## src/rtl/tx_sched_pkg.sv

```systemverilog
// Shared types and sizing helpers for the transmit frame scheduler.
package tx_sched_pkg;

    typedef enum logic [2:0] {
        IDLE,
        ARB,
        LOAD,
        FETCH,
        START,
        WAIT_DONE,
        FINISH,
        GAP
    } state_t;

    localparam int DEF_NUM_REQ         = 4;
    localparam int DEF_BYTES_PER_FRAME = 16;
    localparam int DEF_GAP_CYCLES      = 8;
    localparam int DEF_START_TIMEOUT   = 4096;

    // Width of a binary index selecting one of n items.
    function automatic int idx_width(input int n);
        return (n > 1) ? $clog2(n) : 1;
    endfunction

    // Width of a counter that must hold the value max_val itself.
    function automatic int cnt_width(input int max_val);
        return (max_val > 1) ? $clog2(max_val + 1) : 1;
    endfunction

endpackage

```

## src/rtl/rr_arbiter.sv

```systemverilog
// Round-robin arbiter: combinational search starting at a registered pointer,
// pointer advances past the winner when the caller commits the grant.
module rr_arbiter
    import tx_sched_pkg::*;
#(
    parameter  int NUM_REQ = DEF_NUM_REQ,
    localparam int IDX_W   = idx_width(NUM_REQ)
) (
    input  logic               clk,
    input  logic               rst_n,
    input  logic [NUM_REQ-1:0] req,
    input  logic               update,
    output logic               valid,
    output logic [NUM_REQ-1:0] winner_oh,
    output logic [IDX_W-1:0]   winner_idx
);

    logic [IDX_W-1:0] rr_ptr;
    logic [IDX_W-1:0] cand;

    // NOTE: every signal driven here gets a default first so no path leaves
    // it unassigned; otherwise synthesis infers a latch.
    always_comb begin
        valid      = 1'b0;
        winner_idx = '0;
        winner_oh  = '0;
        cand       = '0;
        for (int i = 0; i < NUM_REQ; i++) begin
            if (int'(rr_ptr) + i >= NUM_REQ) begin
                cand = IDX_W'(int'(rr_ptr) + i - NUM_REQ);
            end else begin
                cand = IDX_W'(int'(rr_ptr) + i);
            end
            if (!valid && req[cand]) begin
                valid      = 1'b1;
                winner_idx = cand;
            end
        end
        winner_oh[winner_idx] = valid;
    end

    always_ff @(posedge clk or negedge rst_n) begin
        if (!rst_n) begin
            rr_ptr <= '0;
        end else if (update && valid) begin
            rr_ptr <= (winner_idx == IDX_W'(NUM_REQ - 1)) ? '0 : winner_idx + 1'b1;
        end
    end

endmodule

```

## src/rtl/tx_frame_scheduler.sv

```systemverilog
// Shares one CRC/AES/PISO/UDR/UART_Tx transmit path between NUM_REQ frame
// sources: round-robin pick, then sequence a full frame byte by byte.
module tx_frame_scheduler
    import tx_sched_pkg::*;
#(
    parameter  int NUM_REQ         = DEF_NUM_REQ,
    parameter  int BYTES_PER_FRAME = DEF_BYTES_PER_FRAME,
    parameter  int GAP_CYCLES      = DEF_GAP_CYCLES,
    parameter  int START_TIMEOUT   = DEF_START_TIMEOUT,
    localparam int IDX_W           = idx_width(NUM_REQ),
    localparam int CNT_W           = cnt_width(BYTES_PER_FRAME),
    localparam int TMR_W           = cnt_width(START_TIMEOUT),
    localparam int GAP_W           = cnt_width(GAP_CYCLES)
) (
    input  logic               clk,
    input  logic               reset,
    input  logic [NUM_REQ-1:0] req,
    output logic [NUM_REQ-1:0] grant,
    output logic [IDX_W-1:0]   grant_idx,
    output logic               frame_done,
    output logic               frame_err,
    output logic               busy,
    output logic               piso_load,
    output logic               piso_hold,
    output logic               piso_reset,
    input  logic               piso_empty,
    output logic               udr_en,
    output logic               tx_en,
    output logic               tx_start,
    input  logic               tx_busy,
    input  logic               tx_done,
    output logic [CNT_W-1:0]   byte_cnt
);

    state_t             state;
    logic [TMR_W-1:0]   timer;
    logic [GAP_W-1:0]   gap_cnt;

    logic               busy_meta;
    logic               busy_sync;
    logic               done_meta;
    logic               done_sync;
    logic               done_prev;
    logic               done_rise;

    logic               arb_valid;
    logic [NUM_REQ-1:0] arb_oh;
    logic [IDX_W-1:0]   arb_idx;

    rr_arbiter #(
        .NUM_REQ (NUM_REQ)
    ) u_arb (
        .clk        (clk),
        .rst_n      (reset),
        .req        (req),
        .update     (state == ARB),
        .valid      (arb_valid),
        .winner_oh  (arb_oh),
        .winner_idx (arb_idx)
    );

    // tx_busy / tx_done come from the baud-rate txclk domain.
    // NOTE: sequential state uses non-blocking assignments so every flop
    // samples the pre-edge value, which is what makes the sync chain work.
    always_ff @(posedge clk or negedge reset) begin
        if (!reset) begin
            busy_meta <= 1'b0;
            busy_sync <= 1'b0;
            done_meta <= 1'b0;
            done_sync <= 1'b0;
            done_prev <= 1'b0;
        end else begin
            busy_meta <= tx_busy;
            busy_sync <= busy_meta;
            done_meta <= tx_done;
            done_sync <= done_meta;
            done_prev <= done_sync;
        end
    end

    assign done_rise = done_sync & ~done_prev;

    // All outputs are registered; pulses default low and are set on the
    // transition into the cycle where they must be seen.
    always_ff @(posedge clk or negedge reset) begin
        if (!reset) begin
            state      <= IDLE;
            grant      <= '0;
            grant_idx  <= '0;
            frame_done <= 1'b0;
            frame_err  <= 1'b0;
            busy       <= 1'b0;
            piso_load  <= 1'b0;
            piso_hold  <= 1'b1;
            piso_reset <= 1'b0;
            udr_en     <= 1'b0;
            tx_en      <= 1'b0;
            tx_start   <= 1'b0;
            byte_cnt   <= '0;
            timer      <= '0;
            gap_cnt    <= '0;
        end else begin
            frame_done <= 1'b0;
            frame_err  <= 1'b0;
            piso_load  <= 1'b0;
            piso_hold  <= 1'b1;
            piso_reset <= 1'b0;
            udr_en     <= 1'b0;

            case (state)
                IDLE: begin
                    if (|req) begin
                        busy  <= 1'b1;
                        state <= ARB;
                    end
                end

                ARB: begin
                    if (arb_valid) begin
                        grant     <= arb_oh;
                        grant_idx <= arb_idx;
                        byte_cnt  <= '0;
                        tx_en     <= 1'b1;
                        state     <= LOAD;
                    end else begin
                        busy  <= 1'b0;
                        state <= IDLE;
                    end
                end

                LOAD: begin
                    piso_load <= 1'b1;
                    state     <= FETCH;
                end

                // While piso_load is still high the block has not landed in
                // the PISO yet, so piso_empty is not meaningful this cycle.
                FETCH: begin
                    if (!piso_load) begin
                        if (piso_empty) begin
                            frame_err  <= 1'b1;
                            piso_reset <= 1'b1;
                            tx_en      <= 1'b0;
                            tx_start   <= 1'b0;
                            grant      <= '0;
                            grant_idx  <= '0;
                            gap_cnt    <= '0;
                            state      <= GAP;
                        end else begin
                            udr_en    <= 1'b1;
                            piso_hold <= 1'b0;
                            tx_start  <= 1'b1;
                            timer     <= '0;
                            state     <= START;
                        end
                    end
                end

                START: begin
                    if (busy_sync) begin
                        tx_start <= 1'b0;
                        state    <= WAIT_DONE;
                    end else if (timer == TMR_W'(START_TIMEOUT - 1)) begin
                        frame_err  <= 1'b1;
                        piso_reset <= 1'b1;
                        tx_en      <= 1'b0;
                        tx_start   <= 1'b0;
                        grant      <= '0;
                        grant_idx  <= '0;
                        gap_cnt    <= '0;
                        state      <= GAP;
                    end else begin
                        timer <= timer + 1'b1;
                    end
                end

                WAIT_DONE: begin
                    if (done_rise) begin
                        if (byte_cnt != CNT_W'(BYTES_PER_FRAME)) begin
                            byte_cnt <= byte_cnt + 1'b1;
                        end
                        if (byte_cnt == CNT_W'(BYTES_PER_FRAME - 1)) begin
                            tx_en      <= 1'b0;
                            frame_done <= 1'b1;
                            state      <= FINISH;
                        end else begin
                            state <= FETCH;
                        end
                    end
                end

                FINISH: begin
                    grant     <= '0;
                    grant_idx <= '0;
                    gap_cnt   <= '0;
                    state     <= GAP;
                end

                GAP: begin
                    if (gap_cnt == GAP_W'(GAP_CYCLES - 1)) begin
                        busy  <= 1'b0;
                        state <= IDLE;
                    end else begin
                        gap_cnt <= gap_cnt + 1'b1;
                    end
                end

                default: state <= IDLE;
            endcase
        end
    end

endmodule

```

## config.mk

```make
export PLATFORM = sky130hd
export DESIGN_NAME = tx_frame_scheduler
export DESIGN_NICKNAME = d
export VERILOG_FILES = /design/src/rtl/tx_sched_pkg.sv /design/src/rtl/rr_arbiter.sv /design/src/rtl/tx_frame_scheduler.sv
export SDC_FILE = /design/constraint.sdc
export NUM_CORES = 1
export LEC_CHECK = 0
export CAP_MARGIN = 10
export CORE_MARGIN = 8
export CORE_UTILIZATION = 59
export DETAILED_ROUTE_END_ITERATION = 8
export GPL_TIMING_DRIVEN = 0
export PLACE_DENSITY = 0.84
export RECOVER_POWER = 50
export SYNTH_ARGS = -nofsm -noshare
export SYNTH_HDL_FRONTEND = slang
export SYNTH_SLANG_ARGS = --single-unit
```

## constraint.sdc

```tcl
create_clock -name clk -period 3.7 [get_ports clk]
set_clock_uncertainty 0.1 [all_clocks]
set_input_delay 0.37 -clock clk [delete_from_list [all_inputs] [get_ports clk]]
set_output_delay 0.37 -clock clk [all_outputs]
set_load 0.02 [all_outputs]
```

# ---- After elaboration in Yosys (flattened, before gate mapping)
# Cells that the tools add are included.
dict set report totals {
  regBits 46
  input_bits 9
  out_inout_bits 20
  word_cells 180
}
dict set report classes {
  add_sub_neg 11
  order_cmp 10
  eq_ne 27
  muxes 85
  bitwise_logic 3
  reduce_logical 24
}
# op n
set op_table {}
lappend op_table {{$mux 13} 4}
lappend op_table {{$mux 1} 34}
lappend op_table {{$mux 2} 16}
lappend op_table {{$pmux 4 s4} 2}
lappend op_table {{$ne 2x2->1 const B} 14}
lappend op_table {{$pmux 13 s2} 1}
lappend op_table {{$mux 4} 6}
lappend op_table {{$pmux 3 s8} 1}
lappend op_table {{$mux 3} 7}
lappend op_table {{$lt 2x3->1 const B} 5}
lappend op_table {{$mux 5} 3}
lappend op_table {{$add 13x1->13 const B} 1}
lappend op_table {{$eq 13x12->1 const B} 1}
lappend op_table {{$eq 3x3->1 const B} 4}
lappend op_table {{$reduce_and 6->1} 2}
lappend op_table {{$reduce_bool 4->1} 3}
lappend op_table {{$pmux 5 s2} 1}
lappend op_table {{$reduce_and 5->1} 2}
lappend op_table {{$ge 3x3->1 const B} 3}
lappend op_table {{$bmux 1 s2} 4}
lappend op_table {{$pmux 2 s4} 1}
lappend op_table {{$reduce_and 4->1} 2}
lappend op_table {{$reduce_and 8->1} 1}
lappend op_table {{$sub 2x1->2 const B} 4}
lappend op_table {{other kinds (28)} 38}

# ---- Depth between registers and ports, before layout
# Gate-level depths: netlist (run 1).
dict set report depth {
  word_depth 21
  ltp_mapped 8
  depth_no_buf 8
}

# ---- Hierarchy
# A second synthesis (run 1) with hierarchy kept.
dict set report unflattened {
  cells_unflattened 267
  area_unflattened_um2 2700.1
}
# module instances cells_each area_each_um2 seq_area_each_um2
set modules_own_cells {}
lappend modules_own_cells {tx_frame_scheduler 1 233 2401.1 1102.3}
lappend modules_own_cells {rr_arbiter 1 34 299.0 50.0}

# ---- Worst setup path after synthesis (run 1)
# Ideal clock, no wire load.
dict set report synth_timing {
  kind {flip-flop to flip-flop}
  startpoint {reg timer[0]}
  endpoint {reg state[1]}
  setup_time_ps 71
  arrival_time_ps 1823
  t_required_ps 3529
  slack_ps 1706
  stages_incl_launch_ff 7
  n_path_buf 0
  period_less_slack_ps 1994
  cell_sequence {dfrtp_1 > ha_1 > nand4_1 > nor4_4 > nor2_1 > or4_1 > nand3_1}
}
dict set report synth_via {
  elab_chain_cells 3
}
# item line
set synth_lines {}
lappend synth_lines {{start, declared} tx_frame_scheduler.sv:36} ;# logic [TMR_W-1:0] timer;
lappend synth_lines {{start signal, assigned} tx_frame_scheduler.sv:173} ;# timer <= timer + 1'b1;
lappend synth_lines {{$eq 13x12->1} tx_frame_scheduler.sv:163} ;# end else if (timer == TMR_W'(START_TIMEOUT - 1)) begin
lappend synth_lines {{$ne 3x3->1 (no source line)} -}
lappend synth_lines {{$reduce_and 5->1 (no source line)} -}
lappend synth_lines {{end signal, assigned} tx_frame_scheduler.sv:162} ;# state <= WAIT_DONE;
lappend synth_lines {{end signal, assigned} tx_frame_scheduler.sv:171} ;# state <= GAP;
lappend synth_lines {{end signal, assigned} tx_frame_scheduler.sv:185} ;# state <= FINISH;
lappend synth_lines {{end, declared} tx_frame_scheduler.sv:35} ;# state_t state;
# Every way passes these cells.
# A chain may end at the register's enable or synchronous reset.

# ---- Final worst setup path (run 1)
dict set report layout_timing {
  startpoint {reg state[2]}
  endpoint {reg timer[8]}
}
dict set report layout_via {
  elab_chain_cells 3
  word_cells_on_any_way 9
  cone_classes {eq/ne: 6; mux: 1; reduce/logical: 2}
}
# item line
set layout_lines {}
lappend layout_lines {{start signal, assigned} tx_frame_scheduler.sv:87} ;# state <= IDLE;
lappend layout_lines {{start signal, assigned} tx_frame_scheduler.sv:114} ;# state <= ARB;
lappend layout_lines {{start signal, assigned} tx_frame_scheduler.sv:124} ;# state <= LOAD;
lappend layout_lines {{$eq 3x3->1 or $eq 3x2->1 (tied branches)} tx_frame_scheduler.sv:110} ;# case (state)
lappend layout_lines {{$ne 2x2->1 (no source line) or $reduce_bool 2->1 (tied branches)} -}
lappend layout_lines {{$reduce_and 5->1 (no source line)} -}
# Several ways; a longest one is shown, not always the timed one.

==> run summary, run 1 <==
Setup WS post-layout: 1160 ps
Clk root buf: clkbuf_8
Vias in the first global route: 1896
Reg clk slew, reported paths: 80 ps
DRC Markers: 0
Total number of vias: 2020
Largest net degree at the start of global routing: 29
Area after DPL: 2730 um^2
Asr flop ratio synth: 100%
Die X: 79.5 um
H-tree depth: 2
Combinational Power Share: 45.5%
Period minus WS final: 2540 ps
Net switching power figure: 824 uW
First-pass GRT wire length: 8360 um
Final setup fails: 0
Fin util: 71.7%
CP Max Fanout: 10
Seq/Total Area, Yosys: 48.5%
Longest Clk Path Bufs: 2
Hold wc startpoint: busy_meta
N_diodes: 0
TritonCTS clock tree: yes
Port bufs: 28
FP Rows: 23
Final Hold Fails: 0
GRT Util Overall: 16.4%
Measured slew at the worst slew-check pin: 1070 ps
Post-synth EDFFs: 0
Remaining global-route overflow: 0
Avg Inst Size Synth: 9.43 um^2
Core footprint: 3940 um^2
Relative slew slack: 28.5%
Cells after synthesis: 252
Syn. warnings: 0
Hold WC Path Type: reg2reg
WL/cell: 14.8 um
Die area: 6310 um^2
Iteration count of the initial detailed-routing pass: 4
Share of cells above drive strength 1: 6.90%
Hpwl dp: 3650 um
DRT iter0 DRCs: 157
Critical Path Source Type: flip-flop
Internal Power: 1.16 mW
Reg2reg start: state[2]
R2R setup slack: 1160 ps
Pleak: 1.19 nW
CTS Sinks: 46
Main synth FF type: dfrtp_1
Final #Nets: 308
Switching part of the total: 41.5%
Area Growth Syn to Fin: 19.0%
Initial antenna violation count: 0
Max-cap check violation count: 0
Number of library cell types mapped by synthesis: 47
Place WS: 967 ps
Cts bufs inserted: 5
Syn nets: 271
Crit Path Class: reg2reg
Critical R2R Capture: timer[8]
Req. time, crit path: 3820 ps
Post-Route WL: 5030 um
Hold endpoint: busy_sync
Via density: 5.94
RSZ-0062 raised after global routing: no
Slew Limit Fails: 0
Status: completed
Commonest non-fill, non-tap cell in the layout: dfrtp_1
Worst setup EP type: flip-flop
Peak supply drop: 371 uV
Clock Latency Late Sink: 300 ps
Initial core utilization: 60.3%
Fill cells: 310
Final Cycle Share: 68.8%
Hold depth: 0
Post-route ant nets: 0
Syn Std Cell Area: 2380 um^2
Reg2reg path depth: 7
Hold Slack: 253 ps
Clock share of power: 15.8%
Commonest non-fill, non-tap cells in the layout: dfrtp_1, nand2_1, clkdlybuf4s50_1
Reg power frac: 38.7%
Yosys reg bits: 46
I/O Pins: 29
TNS Setup: 0 ps
Critical path data arrival time: 2670 ps
Post-CTS setup buffer count: 0
Pwr Density: 702 nW/um^2
FMAX: 393 MHz
GPL Wtd Cong: 0.865
Final Instance Area: 2830 um^2
Die Y: 79.5 um
kinds of logic after synthesis:
logic type,after synthesis,share of synthesized area (%)
and+or+nand+nor,99,22.3
AOI/OAI and AO/OA,70,17.5
DFF,46,48.5
buffers and inverters,21,3.79
adders and majority gates,10,5.27
muxes,5,2.26
xor gates and xnor gates,1,0.369
critical path: stages (launching register included):
cell	delay (ps)
dfrtp_1	490
and3b_1	250
clkbuf_1	340
nand2_1	290
a22o_1	310
buf_2	200
or3_1	350
a21oi_1	150
timing repair:
action / in CTS / in global routing
gates resized for setup: 0 / 0
hold buffers: 1 / 0
hold endpoints to repair: 18 / 0
metrics by stage:
stage          power (mW)  cells
2_1_floorplan        1.37    252
3_3_place_gp         1.64    330
3_5_place_dp         1.68    331
4_1_cts              2.00    340
5_1_grt              2.13    340
6_report             1.98    340
registers in the layout, summed over array words and instances (netlist names), 2 cells and up:
signal	flops
grant_idx	2
u_arb.rr_ptr	2
grant	4
gap_cnt	4
byte_cnt	5
state	3
timer	13
how the worst max path moves through the flow:
| stage | startpoint | endpoint | slack (ps) | cells past startpoint |
|---|---|---|---|---|
| finish | state[2] | timer[8] | 1160 | 7 |
| global route | state[2] | timer[8] | 1060 | 7 |
| global placement | reset | gap_cnt[1] | 930 | 1 |
| CTS | req[1] | grant_idx[1] | 1280 | 7 |
| floorplan | timer[0] | state[1] | 1710 | 6 |
| detailed placement | req[1] | grant_idx[1] | 970 | 7 |
power groups by stage:
stage | registers, mW | clock network [mW] | logic (mW)
after floorplan | 0.816 | 0 | 0.558
after global placement | 0.768 | 0 | 0.874
after detailed placement | 0.775 | 0 | 0.907
after CTS | 0.766 | 0.321 | 0.914
after global routing | 0.786 | 0.343 | 1.00
final | 0.768 | 0.314 | 0.903
layer usage:
| layer | GRT usage [%] | vias up | routed length, um |
|---|---|---|---|
| li1 | - | 993 | - |
| met5 | 0 | - | 0 |
| met2 | 27.2 | 60 | 2350 |
| met1 | 20.3 | 958 | 2350 |
| met4 | 5.19 | 0 | 73 |
| met3 | 4.05 | 9 | 264 |
final cells by class:
class | instances | area (um^2) | area share [%]
Sequential cell | 46 | 1150 | 40.8
Multi-Input combinational cell | 185 | 1130 | 40.0
Timing Repair Buffer | 30 | 304 | 10.8
Clock buffer | 7 | 86.3 | 3.05
Tap cell | 50 | 62.6 | 2.21
Inverter | 14 | 52.6 | 1.86
Buffer | 7 | 33.8 | 1.19
Clock inverter | 1 | 5.00 | 0.177
cell usage after synthesis, drive strengths merged, types with 4 or more instances:
cell | n | area, um^2
nor2 | 14 | 52.6
nand3 | 11 | 55.1
nand4 | 7 | 43.8
buf | 5 | 30.0
ha | 10 | 125
or3 | 6 | 37.5
nor3 | 4 | 20.0
or4 | 5 | 37.5
o21ai | 29 | 145
a21oi | 19 | 95.1
nor2b | 4 | 25.0
nand2 | 29 | 111
o31ai | 4 | 30.0
dfrtp | 45 | 1130
nand2b | 7 | 43.8
inv | 13 | 48.8
(Power assumes the default switching activity.)
==> run 2, diff against run 1 <==
- CORE_UTILIZATION: 59 -> 50
- PLACE_DENSITY: 0.84 -> 0.76
- clock period: 3.7 -> 2.2 ns (I/O delays scaled with it)
==> run 2 against run 1 <==
Utilization down 9.9 points; critical path depth unchanged; clock-buffer cell count down 2; combinational power up 71%; worst hold slack about the same; sequential share of layout area down 0.72 points; sequential cell count unchanged; first-iteration DRC count down 17%; non-clock buffer count up 1; total power up 73%; critical endpoint unchanged; highest routed layer unchanged.
==> run summary, run 2 (synthesized netlist as in run 1, its figures left out) <==
Status: completed (unchanged)
First-pass GRT wire length: 8480 um (was 8360 um)
Cells after DPL: 335 (was 331)
Crit Path Class: reg2reg (unchanged)
Post-route ant nets: 0 (unchanged)
DRC Markers: 0 (unchanged)
Place WS: -348 ps (was 967 ps)
N_diodes: 0 (unchanged)
Hold Slack: 253 ps (about the same)
Port bufs: 28 (unchanged)
Total power: 3.43 mW (was 1.98 mW)
Period minus WS final: 2100 ps (was 2540 ps)
Max-cap check violation count: 0 (unchanged)
Longest Clk Path Bufs: 2 (unchanged)
Peak supply drop: 626 uV (was 371 uV)
Largest register FFs: 13 (unchanged)
H-tree depth: 2 (unchanged)
Pleak: 1.22 nW (was 1.19 nW)
Most flop-heavy register: timer (unchanged)
GRT Util Overall: 14.2% (was 16.4%)
TritonCTS clock tree: yes (unchanged)
Setup WS post-layout: 104 ps (was 1160 ps)
Hold WC Path Type: reg2reg (unchanged)
Largest net degree at the start of global routing: 30 (was 29)
Core footprint: 4660 um^2 (was 3940 um^2)
Pwr Density: 1190 nW/um^2 (was 702 nW/um^2)
Share of cells above drive strength 1: 9.62% (was 6.90%)
CP Max Fanout: 10 (unchanged)
Measured slew at the worst slew-check pin: 1030 ps (was 1070 ps)
Hold wc startpoint: done_meta (was busy_meta)
Hpwl dp: 3550 um (was 3650 um)
FMAX: 477 MHz (was 393 MHz)
Die Y: 84.9 um (was 79.5 um)
FP Rows: 25 (was 23)
Initial core utilization: 51.0% (was 60.3%)
RSZ-0062 raised after global routing: yes (was no)
Vias in the first global route: 1853 (was 1896)
Non-filler cells, final: 345 (was 340)
Die area: 7210 um^2 (was 6310 um^2)
Biggest regs: timer x13, byte_cnt x5 (unchanged)
Slew Limit Fails: 0 (unchanged)
GPL Wtd Cong: 0.890 (was 0.865)
Area of the multi-input gates: 1150 um^2 (was 1130 um^2)
Clk root buf: clkbuf_8 (unchanged)
Post-Route WL: 4860 um (was 5030 um)
Reg2reg start: state[2] (unchanged)
Critical Path Source Type: flip-flop (unchanged)
Cts bufs inserted: 5 (unchanged)
Critical path data arrival time: 2210 ps (was 2670 ps)
DRT iter0 DRCs: 131 (was 157)
Iteration count of the initial detailed-routing pass: 4 (unchanged)
Fill cells: 384 (was 310)
Remaining global-route overflow: 0 (unchanged)
Commonest non-fill, non-tap cell in the layout: dfrtp_1 (unchanged)
Final setup fails: 0 (unchanged)
Commonest non-fill, non-tap cells in the layout: dfrtp_1, nand2_1, clkdlybuf4s50_1 (unchanged)
Area Growth Syn to Fin: 21.3% (was 19.0%)
Total number of vias: 1987 (was 2020)
Req. time, crit path: 2310 ps (was 3820 ps)
Final #Nets: 309 (was 308)
Final Hold Fails: 0 (unchanged)
Initial antenna violation count: 0 (unchanged)
Via density: 5.76 (was 5.94)
Final Cycle Share: 95.3% (was 68.8%)
I/O Pins: 29 (unchanged)
Clock Latency Late Sink: 290 ps (was 300 ps)
Relative slew slack: 31.5% (was 28.5%)
Critical Path Start: state[2] (unchanged)
WL/cell: 14.1 um (was 14.8 um)
Worst setup EP type: flip-flop (unchanged)
Reg clk slew, reported paths: 90 ps (was 80 ps)
Register area: 1150 um^2 (about the same)
Die X: 84.9 um (was 79.5 um)
CTS Sinks: 46 (unchanged)
## run 2: final timing paths
| kind | cells past startpoint | slack (ps) | to |
|---|---|---|---|
| setup reg to reg | 7 | 100 | timer[8] |
| max in group asynchronous | 3 | 730 | piso_hold |
| setup / recovery | 7 | 100 | timer[8] |
| min in group asynchronous | 2 | 510 | grant[2] |
| hold reg to reg | 0 | 250 | done_sync |
| hold / removal | 0 | 250 | done_sync |
## run 2: area by class of cell
| type | count | share of cell area [%] |
|---|---|---|
| Sequential cell | 46 | 40.0 |
| Timing Repair Buffer | 31 | 10.8 |
| Multi-Input combinational cell | 185 | 39.8 |
| Buffer | 7 | 1.43 |
| Clock buffer | 5 | 2.39 |
| Tap cell | 54 | 2.34 |
| Clock inverter | 3 | 1.39 |
| Inverter | 14 | 1.82 |
## run 2: worst max-delay path: stages (launching register included)
cell and delay [ps]:
dfrtp_2 480, and3b_1 230, buf_4 170, nand2_4 90, a22o_2 270, buf_2 180
or3_1 350, a21oi_1 140
## run 2: metal layers
layer  track usage [%]  part of all wire [%]  vias to the layer above  wire length (um)
li1                  -                     -                      991                 -
met1              18.9                    49                      934              2360
met2              21.5                    43                       54              2110
met3              3.96                   6.2                        8               301
met4              5.18                   1.7                        0                81
met5                 0                     0                        -                 0
## run 2: through the flow
stage,util [%],area [um^2],TNS [ps]
after CTS,61.6,2870,0
after global placement,58.4,2720,-25130
after detailed placement,58.8,2740,-4180
after global routing,61.8,2880,-16.0
after floorplan,-,2380,0
final,61.8,2880,0
## run 2: timing repair
action | in CTS | in global routing
pin swaps | 1 | 1
hold buffers | 1 | 0
endpoints found under the setup margin | 6 | 13
gates cloned | 0 | 0
setup buffers | 1 | 0
resized for setup | 2 | 5
endpoints found under the hold margin | 17 | 0
## run 2: power breakdown
part	leakage (nW)	internal (mW)	switching [mW]	total, mW
Combinational	0.564	0.645	0.900	1.54
Clock	0.0579	0.334	0.269	0.603
Sequential	0.599	1.07	0.213	1.29
==> run 3, diff against run 2 <==
- CORE_MARGIN: 8 -> default
==> run 3 against run 2 <==
The run now ends with DRC left; worst hold slack improved by 5.9 ps; via count increased by 3.1%; final area increased by 0.96%; combinational power increased by 3%; sequential share of layout area decreased by 0.29 points; routed wire length increased by 1.2%; final cell count increased by 0.29%; first-iteration DRC count increased by 14%; clock-buffer cell count unchanged; sequential cell count unchanged; critical endpoint is now timer[10].
==> run summary, run 3 (synthesized netlist as in run 1, its figures left out) <==
Status: finished with violations (was completed)
Failing checks: DRC
Port bufs: 28 (unchanged)
Cell mode on critical path: buf_4
Relative slew slack: 25.9% (was 31.5%)
Post-Route WL: 4910 um (was 4860 um)
Pleak: 1.23 nW (was 1.22 nW)
Measured slew at the worst slew-check pin: 1110 ps (was 1030 ps)
DRT iter0 DRCs: 149 (was 131)
Worst setup EP type: flip-flop (unchanged)
Vias in the first global route: 1922 (was 1853)
Non-filler cells, final: 346 (was 345)
Delay-heaviest family, CP: simple AND/OR/NAND/NOR gates (unchanged)
First-pass GRT wire length: 8580 um (was 8480 um)
Longest Clk Path Bufs: 2 (unchanged)
Iteration count of the initial detailed-routing pass: 7 (was 4)
CTS Sinks: 46 (unchanged)
Period minus WS final: 2100 ps (about the same)
Largest net degree at the start of global routing: 28 (was 30)
Initial antenna violation count: 0 (unchanged)
Final Cycle Share: 95.6% (was 95.3%)
Die X: 70.9 um (was 84.9 um)
Biggest regs: timer x13, byte_cnt x5 (unchanged)
Hold Slack: 259 ps (was 253 ps)
DRC Markers: 4 (was 0)
CP peak stage delay: 490 ps (was 480 ps)
Hold WC Path Type: reg2reg (unchanged)
Req. time, crit path: 2330 ps (was 2310 ps)
Clock Latency Late Sink: 300 ps (was 290 ps)
Critical path data arrival time: 2230 ps (was 2210 ps)
Area Growth Syn to Fin: 22.4% (was 21.3%)
Final setup fails: 0 (unchanged)
TNS Setup: 0 ps (unchanged)
Via density: 5.92 (was 5.76)
Crit Path Class: reg2reg (unchanged)
FMAX: 475 MHz (was 477 MHz)
Total number of vias: 2048 (was 1987)
Slew Limit Fails: 0 (unchanged)
Die Y: 70.9 um (was 84.9 um)
Commonest non-fill, non-tap cell in the layout: dfrtp_1 (unchanged)
Post-route ant nets: 0 (unchanged)
N_diodes: 0 (unchanged)
Die area: 5030 um^2 (was 7210 um^2)
Reg clk slew, reported paths: 90 ps (about the same)
I/O Pins: 29 (unchanged)
Critical Path, Cell by Cell: and3b_1 > buf_4 > nand2_4 > a22o_1 > buf_4 > or4_1 > a21oi_1 (was and3b_1 > buf_4 > nand2_4 > a22o_2 > buf_2 > or3_1 > a21oi_1)
H-tree depth: 2 (unchanged)
TritonCTS clock tree: yes (unchanged)
Final Hold Fails: 0 (unchanged)
GRT Util Overall: 21.6% (was 14.2%)
Cts bufs inserted: 5 (unchanged)
Commonest non-fill, non-tap cells in the layout: dfrtp_1, nand2_1, clkdlybuf4s50_1 (unchanged)
Final #Nets: 312 (was 309)
Most flop-heavy register: timer (unchanged)
Largest register FFs: 13 (unchanged)
Share of cells above drive strength 1: 10.9% (was 9.62%)
R2R setup slack: 100 ps (about the same)
Max-cap check violation count: 0 (unchanged)
RSZ-0062 raised after global routing: no (was yes)
Pwr Density: 1200 nW/um^2 (was 1190 nW/um^2)
GPL Wtd Cong: 0.898 (was 0.890)
Peak supply drop: 571 uV (was 626 uV)
Core footprint: 4470 um^2 (was 4660 um^2)
CP max-delay cell: or4_1 (was dfrtp_2)
WL/cell: 14.2 um (was 14.1 um)
Hpwl dp: 3430 um (was 3550 um)
Place WS: -378 ps (was -348 ps)
Clk root buf: clkbuf_8 (unchanged)
Setup WS post-layout: 95.9 ps (was 104 ps)
Cells after DPL: 333 (was 335)
CP Max Fanout: 8 (was 10)
Initial core utilization: 53.1% (was 51.0%)
Bufs and invs on worst path: 2 (unchanged)
Remaining global-route overflow: 0 (unchanged)
FP Rows: 24 (was 25)
Critical Path Source Type: flip-flop (unchanged)
[run 3: changes by cell type in the layout (fill, tap and decap cells not counted), sizes merged]
cell           delta
dlygate4sd3       -1
buf               +3
clkdlybuf4s50     +1
[run 3: layer usage]
layer / part of all wire, % / track usage [%] / vias to the layer above
li1: - / - / 999
met5: 0 / 0 / -
met2: 45 / 34.0 / 54
met3: 4.4 / 4.99 / 11
met1: 48 / 29.2 / 984
met4: 1.7 / 8.22 / 0
[run 3: worst paths after layout]
check | from | cells after the start | to
max | state[2] | 7 | timer[10]
min | busy_meta | 0 | busy_sync
max reg2reg | state[2] | 7 | timer[10]
min reg2reg | busy_meta | 0 | busy_sync
max in group asynchronous | reset | 3 | piso_hold
min in group asynchronous | reset | 2 | grant[3]
[run 3: worst register-to-register path, stage by stage, from the launching register on]
cell,delay [ps]
dfrtp_2,450
and3b_1,220
buf_4,170
nand2_4,90
a22o_1,220
buf_4,150
or4_1,490
a21oi_1,150
[run 3: what timing repair did]
item                                    CTS  global route
gates cloned                              0             0
resized for setup                         2             7
hold endpoints to repair                 19             0
hold buffers                              1             0
endpoints found under the setup margin   11            16
setup buffers                             1             3
pin swaps                                 1             2
[run 3: power breakdown]
part           switching [mW]  total [mW]  internal, mW
Combinational           0.901        1.58         0.681
Sequential              0.219        1.30          1.08
Clock                   0.287       0.622         0.335
Total                    1.41        3.50          2.09
[run 3: stage by stage]
stage               power [mW]  instance area, um^2  utilization [%]
global placement          2.76                 2720             60.8
CTS                       3.45                 2870             64.1
floorplan                 2.31                 2380                -
global route              3.78                 2910             65.0
finish                    3.50                 2910             65.0
detailed placement        2.81                 2740             61.2
[run 3: final cells by class]
| type | instances | area [um^2] |
|---|---|---|
| plain buffers | 7 | 41.3 |
| clock buffers | 5 | 68.8 |
| clock inverters | 3 | 40.0 |
| fillers | 374 | 1570 |
| inverters | 14 | 52.6 |
| multi-input cells | 185 | 1150 |
| flip-flops and latches | 46 | 1160 |
| well taps | 52 | 65.1 |
| repair buffers | 34 | 334 |
